--- src/rtl/shift_reg_univ_n.sv ---
// Universal WIDTH-bit shift register: shift, rotate, load and hold in either direction.
// It also tracks shifts per frame. Define SHREG_TOGGLE_CNT_EN to build the saturating Q-toggle activity counter.
module shift_reg_univ_n #(
  parameter int WIDTH = 4,
  parameter int CNT_W = 16
) (
  input  logic                         CLK,
  input  logic                         RSTn,
  input  logic                         ENB,
  input  logic                         DIR,
  input  logic [1:0]                   MODO,
  input  logic                         S_IN,
  input  logic [WIDTH-1:0]             D,
  output logic [WIDTH-1:0]             Q,
  output logic                         S_OUT,
  output logic [$clog2(WIDTH+1)-1:0]   SH_CNT,
  output logic                         FRAME_DONE,
  output logic [CNT_W-1:0]             PWR_CNT
);

  localparam int CW = $clog2(WIDTH+1);
  localparam logic [CW-1:0] CNT_SAT  = CW'(WIDTH);
  localparam logic [CW-1:0] CNT_LAST = CW'(WIDTH-1);

  typedef enum logic [1:0] {
    MODE_SHIFT  = 2'b00,
    MODE_ROTATE = 2'b01,
    MODE_LOAD   = 2'b10,
    MODE_HOLD   = 2'b11
  } mode_t;

  mode_t            w_mode;
  logic             w_moves;
  logic [WIDTH-1:0] w_qNext;
  logic [CW-1:0]    w_cntNext;
  logic             w_frameNext;

  logic [WIDTH-1:0] r_q;
  logic [CW-1:0]    r_shCnt;
  logic             r_frameDone;

  assign w_mode  = mode_t'(MODO);
  assign w_moves = (w_mode == MODE_SHIFT) || (w_mode == MODE_ROTATE);

  always_comb begin
    w_qNext = r_q;
    unique case (w_mode)
      MODE_SHIFT:  w_qNext = DIR ? {r_q[WIDTH-2:0], S_IN} : {S_IN, r_q[WIDTH-1:1]};
      MODE_ROTATE: w_qNext = DIR ? {r_q[WIDTH-2:0], r_q[WIDTH-1]} : {r_q[0], r_q[WIDTH-1:1]};
      MODE_LOAD:   w_qNext = D;
      MODE_HOLD:   w_qNext = r_q;
      default:     w_qNext = r_q;
    endcase
  end

  // Saturation at WIDTH is what stops FRAME_DONE re-firing until the next load re-arms it.
  always_comb begin
    w_cntNext = r_shCnt;
    if (w_mode == MODE_LOAD) begin
      w_cntNext = '0;
    end else if (w_moves && (r_shCnt != CNT_SAT)) begin
      w_cntNext = r_shCnt + CW'(1);
    end
  end

  assign w_frameNext = ENB && w_moves && (r_shCnt == CNT_LAST);

  always_ff @(posedge CLK or negedge RSTn) begin
    if (!RSTn) begin
      r_q         <= '0;
      r_shCnt     <= '0;
      r_frameDone <= 1'b0;
    end else begin
      r_frameDone <= w_frameNext;
      if (ENB) begin
        r_q     <= w_qNext;
        r_shCnt <= w_cntNext;
      end
    end
  end

  assign Q          = r_q;
  assign SH_CNT     = r_shCnt;
  assign FRAME_DONE = r_frameDone;
  assign S_OUT      = (w_mode == MODE_SHIFT) ? (DIR ? r_q[WIDTH-1] : r_q[0]) : 1'b0;

`ifdef SHREG_TOGGLE_CNT_EN
  logic [CW-1:0]    w_pop;
  logic [CNT_W:0]   w_sum;
  logic [CNT_W-1:0] r_pwrCnt;

  always_comb begin
    w_pop = '0;
    for (int i = 0; i < WIDTH; i++) begin
      w_pop = w_pop + CW'(r_q[i] ^ w_qNext[i]);
    end
  end

  // One spare bit catches the carry so the counter pins at all-ones instead of wrapping.
  assign w_sum = {1'b0, r_pwrCnt} + (CNT_W+1)'(w_pop);

  always_ff @(posedge CLK or negedge RSTn) begin
    if (!RSTn) begin
      r_pwrCnt <= '0;
    end else if (ENB) begin
      r_pwrCnt <= w_sum[CNT_W] ? {CNT_W{1'b1}} : w_sum[CNT_W-1:0];
    end
  end

  assign PWR_CNT = r_pwrCnt;
`else
  assign PWR_CNT = '0;
`endif

endmodule

--- config.mk ---
export PLATFORM = sky130hd
export DESIGN_NAME = shift_reg_univ_n
export DESIGN_NICKNAME = d
export VERILOG_FILES = /design/src/rtl/shift_reg_univ_n.sv
export SDC_FILE = /design/constraint.sdc
export NUM_CORES = 1
export LEC_CHECK = 0
export CORE_MARGIN = 10
export CORE_UTILIZATION = 25
export CTS_CLUSTER_DIAMETER = 50
export DETAILED_ROUTE_END_ITERATION = 12
export GPL_TIMING_DRIVEN = 0
export HOLD_SLACK_MARGIN = 0.1
export PLACE_DENSITY = 0.57
export SKIP_LAST_GASP = 1
export SYNTH_ARGS = -nofsm -noshare
export SYNTH_HDL_FRONTEND = slang
export SYNTH_SLANG_ARGS = --single-unit
--- constraint.sdc ---
create_clock -name CLK -period 3.4 [get_ports CLK]
set_clock_uncertainty 0.2 [all_clocks]
set_input_delay 0.51 -clock CLK [delete_from_list [all_inputs] [get_ports CLK]]
set_output_delay 0.51 -clock CLK [all_outputs]
set_load 0.02 [all_outputs]
==> summary.txt <==
Status
  • Status: finished clean

Logic synthesis
  • Synth Area in Adders: 0.136
  • Netlist Area Pre-Place: 734 µm²
  • Compound-cell area share of the yosys netlist: 0.143
  • Yosys cell types: 22
  • Synth warn: 0
  • Synth top area cells: dfrtp_1, buf_4, ha_1
  • Synth top cells by count: buf_4, dfrtp_1, ha_1
  • Post-synth top flop: dfrtp_1
  • Syn avg cell area: 9.79 µm²
  • Synthesized instance count: 75
  • Post-Synth XOR/XNOR Area: 0
  • Main combinational cell family by area after synthesis: buffers and inverters
  • Synth Register Bits: 8
  • Cell with the most instances after synthesis: buf_4
  • Post-synth ARST share: 1.00
  • Post-synthesis mux area share: 0.129
  • Seq/Total Area, Yosys: 0.273
  • Share of the synthesized area in the top cell type: 0.273
  • Number of flops mapped to enable cells by yosys: 0
  • Largest area contributor in the netlist: dfrtp_1
  • Post-Synth Simple-Gate Area: 0.0988

STA
  • Fmax: around 360 MHz
  • Max-slew violations: 0
  • RSZ-0062 raised after global routing: false
  • Final setup viols: 0
  • Worst Setup Slack, final: 0.644 ns
  • Post-Route Setup TNS: 0 ns
  • Tmin final: 2.76 ns
  • Final period util: 0.811
  • Number of failing hold endpoints at the final stage: 0

Power
  • Sequential cell fraction of total power: 0.321
  • Net switching power: ~0.00019 W
  • Clk network pwr share: 0.164
  • VDD IR max: 0.000213 V
  • P_int: 0.000286 W
  • P_leak: 0.537 nW
  • Comb pwr share: 0.515
  • Power Density: ~460 nW/µm²
  • Switch share: 0.396

CTS
  • Clock Latency Late Sink: 0.26 ns
  • H-Tree Depth: 1
  • CTS Hold Bufs: 0
  • Clk buf depth: 2
  • Root Buffer: clkbuf_4
  • CTS tree: done
  • Post-CTS setup buffers: 0
  • Clk pin slew, worst setup/hold paths: 0.06 ns
  • Resized cells post-CTS: 0
  • CTS Buf Count: 3
  • CTS Sinks: 8

Layout
  • Area grow syn2layout: 40.5%
  • Total Nets Final: 132
  • N_diodes: 0
  • Register Area: 200 µm²
  • Area occupied by multi-input gates: 433 µm²
  • Fill cells: 300
  • Share of layout cells above drive strength 1: 0.270

Placed design
  • Dpl hpwl: approximately 1.6 mm
  • Final RePlAce weighted congestion: 0.713
  • Input/output buffers: 18
  • Worst slack, placed: between 0.6 and 0.7 ns

Die
  • DIE AREA: ~5500 µm²
  • Std-Cell Rows: 19
  • Die X: 74.2 µm
  • Boundary pin count: 36
  • Die H: 74.2 µm
  • Initial Util: 0.264
  • Core area: 2780 µm²

Worst setup path
  • Startpoint types: primary input
  • CP endpoint kind: output port
  • Flop-to-flop setup slack: 1.66 ns
  • Worst EP required: 2.69 ns
  • CP Class: primary input to output port
  • Crit Path Max Fanout: 6
  • Worst reg2reg path endpoint: SH_CNT[2]
  • CP Data Arrival Time: 2.05 ns
  • Beginning of the worst register-to-register path: SH_CNT[0]
  • Reg2Reg Depth: 5

Routing
  • Total number of vias: 577
  • Initial DRC Count: 31
  • DRT Pass-1 Iters: 4
  • Per-cell routed wire length: 12.8 µm
  • Post-DRT Antenna Nets: 0
  • DRC errors left: 0
  • Vias per cell: 4.06
  • Final WL: 1.82 mm

GRT
  • Global-route wire length before repair: between 2 and 3 mm
  • Initial antenna violation count: 0
  • Vias in the first global route: 616
  • Global-route usage over all layers: 0.0698
  • Global route total overflow: 0
  • Pin count of the biggest net entering global routing: 10

Min path
  • Worst min-delay path category: primary input to asynchronous set/reset pin

Job
  • Max-cap violations: 0
worst max path at each step:
stage / from / to / slack, ns
6_report: MODO[1] / S_OUT / 0.64
5_1_grt: MODO[1] / S_OUT / 0.51
4_1_cts: MODO[1] / S_OUT / 0.62
3_5_place_dp: MODO[1] / S_OUT / 0.62
3_3_place_gp: MODO[1] / S_OUT / 0.65
2_1_floorplan: MODO[0] / S_OUT / 1.61
layout by cell type (no fill, tap or decap):
| cell type | synthesis | layout |
|---|---|---|
| and2b_2 | 2 | 2 |
| ha_1 | 8 | 8 |
| a221oi_2 | 2 | 2 |
| o211ai_1 | 1 | 1 |
| clkdlybuf4s50_1 | 0 | 18 |
| nand2b_1 | 3 | 3 |
| o31ai_1 | 2 | 2 |
| a32oi_1 | 2 | 2 |
| a211oi_1 | 2 | 2 |
| o21ai_0 | 2 | 2 |
| o211a_1 | 1 | 1 |
| inv_1 | 6 | 6 |
| mux2i_1 | 2 | 2 |
| buf_6 | 1 | 1 |
| mux2_4 | 2 | 2 |
| clkbuf_4 | 0 | 3 |
| conb_1 | 1 | 16 |
| buf_4 | 16 | 16 |
| nand2_1 | 6 | 6 |
| mux2_2 | 4 | 4 |
| clkbuf_1 | 1 | 1 |
| nor2_1 | 2 | 2 |
| nor2b_1 | 1 | 1 |
| dfrtp_1 | 8 | 8 |
critical path: stages:
cell	delay [ns]
clkdlybuf4s50_1	0.51
inv_1	0.12
ha_1	0.18
nor2b_1	0.13
clkdlybuf4s50_1	0.61
power by group through the flow:
| stage | clock network [W] | registers (W) | logic, W |
|---|---|---|---|
| 6_report | 0.0000774 | 0.000152 | 0.000244 |
| 5_1_grt | 0.0000863 | 0.000158 | 0.000271 |
| 4_1_cts | 0.0000823 | 0.000153 | 0.000249 |
| 3_5_place_dp | 0 | 0.000154 | 0.000248 |
| 3_3_place_gp | 0 | 0.000152 | 0.000238 |
| 2_1_floorplan | 0 | 0.000178 | 0.000123 |
cell families after synthesis:
logic type | after synthesis
buf+inv | 24
compound gates | 12
simple gates | 14
fa+ha+maj | 8
other cells | 1
flops | 8
mux | 8
layout make-up:
type / count / share of cell area
multi-input combinational: 58 / 0.419
sequential: 8 / 0.194
timing repair buffer: 18 / 0.175
buffer: 18 / 0.131
tap: 31 / 0.0376
clock buffer: 3 / 0.0218
inverter: 6 / 0.0218
layer usage:
layer / vias to the layer above / track usage / share of wire
met5: - / 0 / 0
met4: 0 / 0.0559 / 0.016
met3: 2 / 0.0346 / 0.11
met2: 22 / 0.109 / 0.47
met1: 258 / 0.0693 / 0.41
li1: 295 / - / -
sequential cells by signal, indices dropped and copies added, names as in the netlist:
register    cells
FRAME_DONE      1
Q               4
SH_CNT          3
metrics by stage:
| step | util | power [W] | hold WS [ns] | std cells | instance area (µm²) |
|---|---|---|---|---|---|
| after floorplan | - | 0.000301 | 0.0144 | 90 | 791 |
| after global placement | 0.363 | 0.000390 | 0.352 | 139 | 1010 |
| after detailed placement | 0.363 | 0.000403 | 0.372 | 139 | 1010 |
| after CTS | 0.371 | 0.000484 | 0.361 | 142 | 1030 |
| after global routing | 0.371 | 0.000515 | 0.381 | 142 | 1030 |
| final | 0.371 | 0.000473 | 0.345 | 142 | 1030 |
Power figures use the tool's default switching activity.
==> patch: new RTL, same settings <==
The output `FRAME_DONE` loses its register stage (`r_frameDone` becomes a continuous assignment).
--- a/src/rtl/shift_reg_univ_n.sv
+++ b/src/rtl/shift_reg_univ_n.sv
@@ -69,15 +69,15 @@
     if (!RSTn) begin
       r_q         <= '0;
       r_shCnt     <= '0;
-      r_frameDone <= 1'b0;
     end else begin
-      r_frameDone <= w_frameNext;
       if (ENB) begin
         r_q     <= w_qNext;
         r_shCnt <= w_cntNext;
       end
     end
   end
+
+  assign r_frameDone = w_frameNext;
 
   assign Q          = r_q;
   assign SH_CNT     = r_shCnt;
Formal check against the unedited RTL: not equivalent (Yosys sat finds a counterexample within 4 cycles, from zero or initial values and one cycle with RSTn low).
==> patch against the unedited design <==
  * Count of clock-buffer cells in the layout increased by 1
  * Clock power fell by 9.4%
  * Sequential cell count is 1 lower
  * Sequential share of layout area down 2.1 points
  * Synthesized cell count is 1.3% lower
  * Via count decreased by 4.5%
  * Wire length is 12% lower
  * Area after synthesis decreased by 3.4%
  * Final area decreased by 2.1%
  * Power shrank 5.7%
  * Setup slack lost 0.18 ns
  * Critical path type unchanged
==> patch: results (changes against the unedited design) <==
----------------------------------------------------
[Run status]
  Outcome ... finished clean (unchanged)

[Clock network]
  Clk_lat worst skew ... 0.24 ns (was 0.26 ns)

[Pwr]
  Sequential power ... 137 uW (was 152 uW)
  Switching power share of the total ... 0.383 (was 0.396)
  Total power ... 446 uW (was 473 uW)

[Final layout]
  Post-layout instance area ... 1010 um^2 (was 1030 um^2)
  NumNets Final ... 131 (was 132)

[GRT]
  Global Route Usage Sum ... 0.0590 (was 0.0698)
  Global-route wire length before repair ... 2550 um (was 2870 um)
  Vias in the first global route ... 562 (was 616)

[Synth]
  Synth top area cells ... dfrtp_1 25%, buf_4 17%, ha_1 14% (was dfrtp_1 27%, buf_4 16%, ha_1 14%)
  Post-synthesis share of cell area spent on full adders, half adders and majority gates ... 0.141 (was 0.136)
  Share of the synthesized area in compound gates (AO/OA/AOI/OAI) ... 0.148 (was 0.143)
  Number of standard cells after synthesis ... 74 (was 75)
  Most numerous cell types in the synthesized netlist ... 16 x buf_4, 8 x ha_1, 7 x dfrtp_1 (was 16 x buf_4, 8 x dfrtp_1, 8 x ha_1)

[Min path]
  Type of the most critical hold path ... primary input to async pin (unchanged)

[Setup path]
  Last element of the critical path ... FRAME_DONE (was S_OUT)
  R2r setup slk ... 1.72 ns (was 1.66 ns)
  Worst Path Max Fanout ... 6 (unchanged)

[Place]
  Post-DP Area ... 985 um^2 (was 1010 um^2)
  Placer's final routability congestion estimate ... 0.832 (was 0.713)
  Setup WS pre-CTS ... 0.477 ns (was 0.619 ns)
  HPWL after DPL ... 1390 um (was 1550 um)

[Route]
  Detail-routed via count per cell ... 3.88 (was 4.06)
  Post-detailed-route wirelength per cell ... 11.3 um (was 12.8 um)
  First DRT Iteration DRCs ... 27 (was 31)

[STA]
  Setup slack of the critical path after layout ... 0.469 ns (was 0.644 ns)
  Hold_ws ... 0.318 ns (was 0.345 ns)

----------------------------------------------------
==> patch: changes by cell type in the layout (fill, tap and decap cells not counted) <==
cell,before,now
clkbuf_1,1,2
dfrtp_1,8,7
==> patch: layout make-up <==
type / instances / share of cell area
flip-flops and latches: 7 / 0.173
plain buffers: 18 / 0.134
well taps: 31 / 0.0384
clock buffers: 4 / 0.0260
multi-input cells: 58 / 0.428
inverters: 6 / 0.0223
repair buffers: 18 / 0.178
==> patch: routing by layer <==
layer / vias to the layer above / global-route usage / routed length [um]
met4: 0 / 0.0253 / 0
met5: - / 0 / 0
li1: 295 / - / -
met1: 234 / 0.0579 / 610
met2: 22 / 0.100 / 818
met3: 0 / 0.0323 / 174
==> patch: worst max-delay path, cell delays in order <==
cell and delay, ns:
clkdlybuf4s50_1 0.58, inv_1 0.09, ha_1 0.25, o211a_1 0.25, clkdlybuf4s50_1 0.54
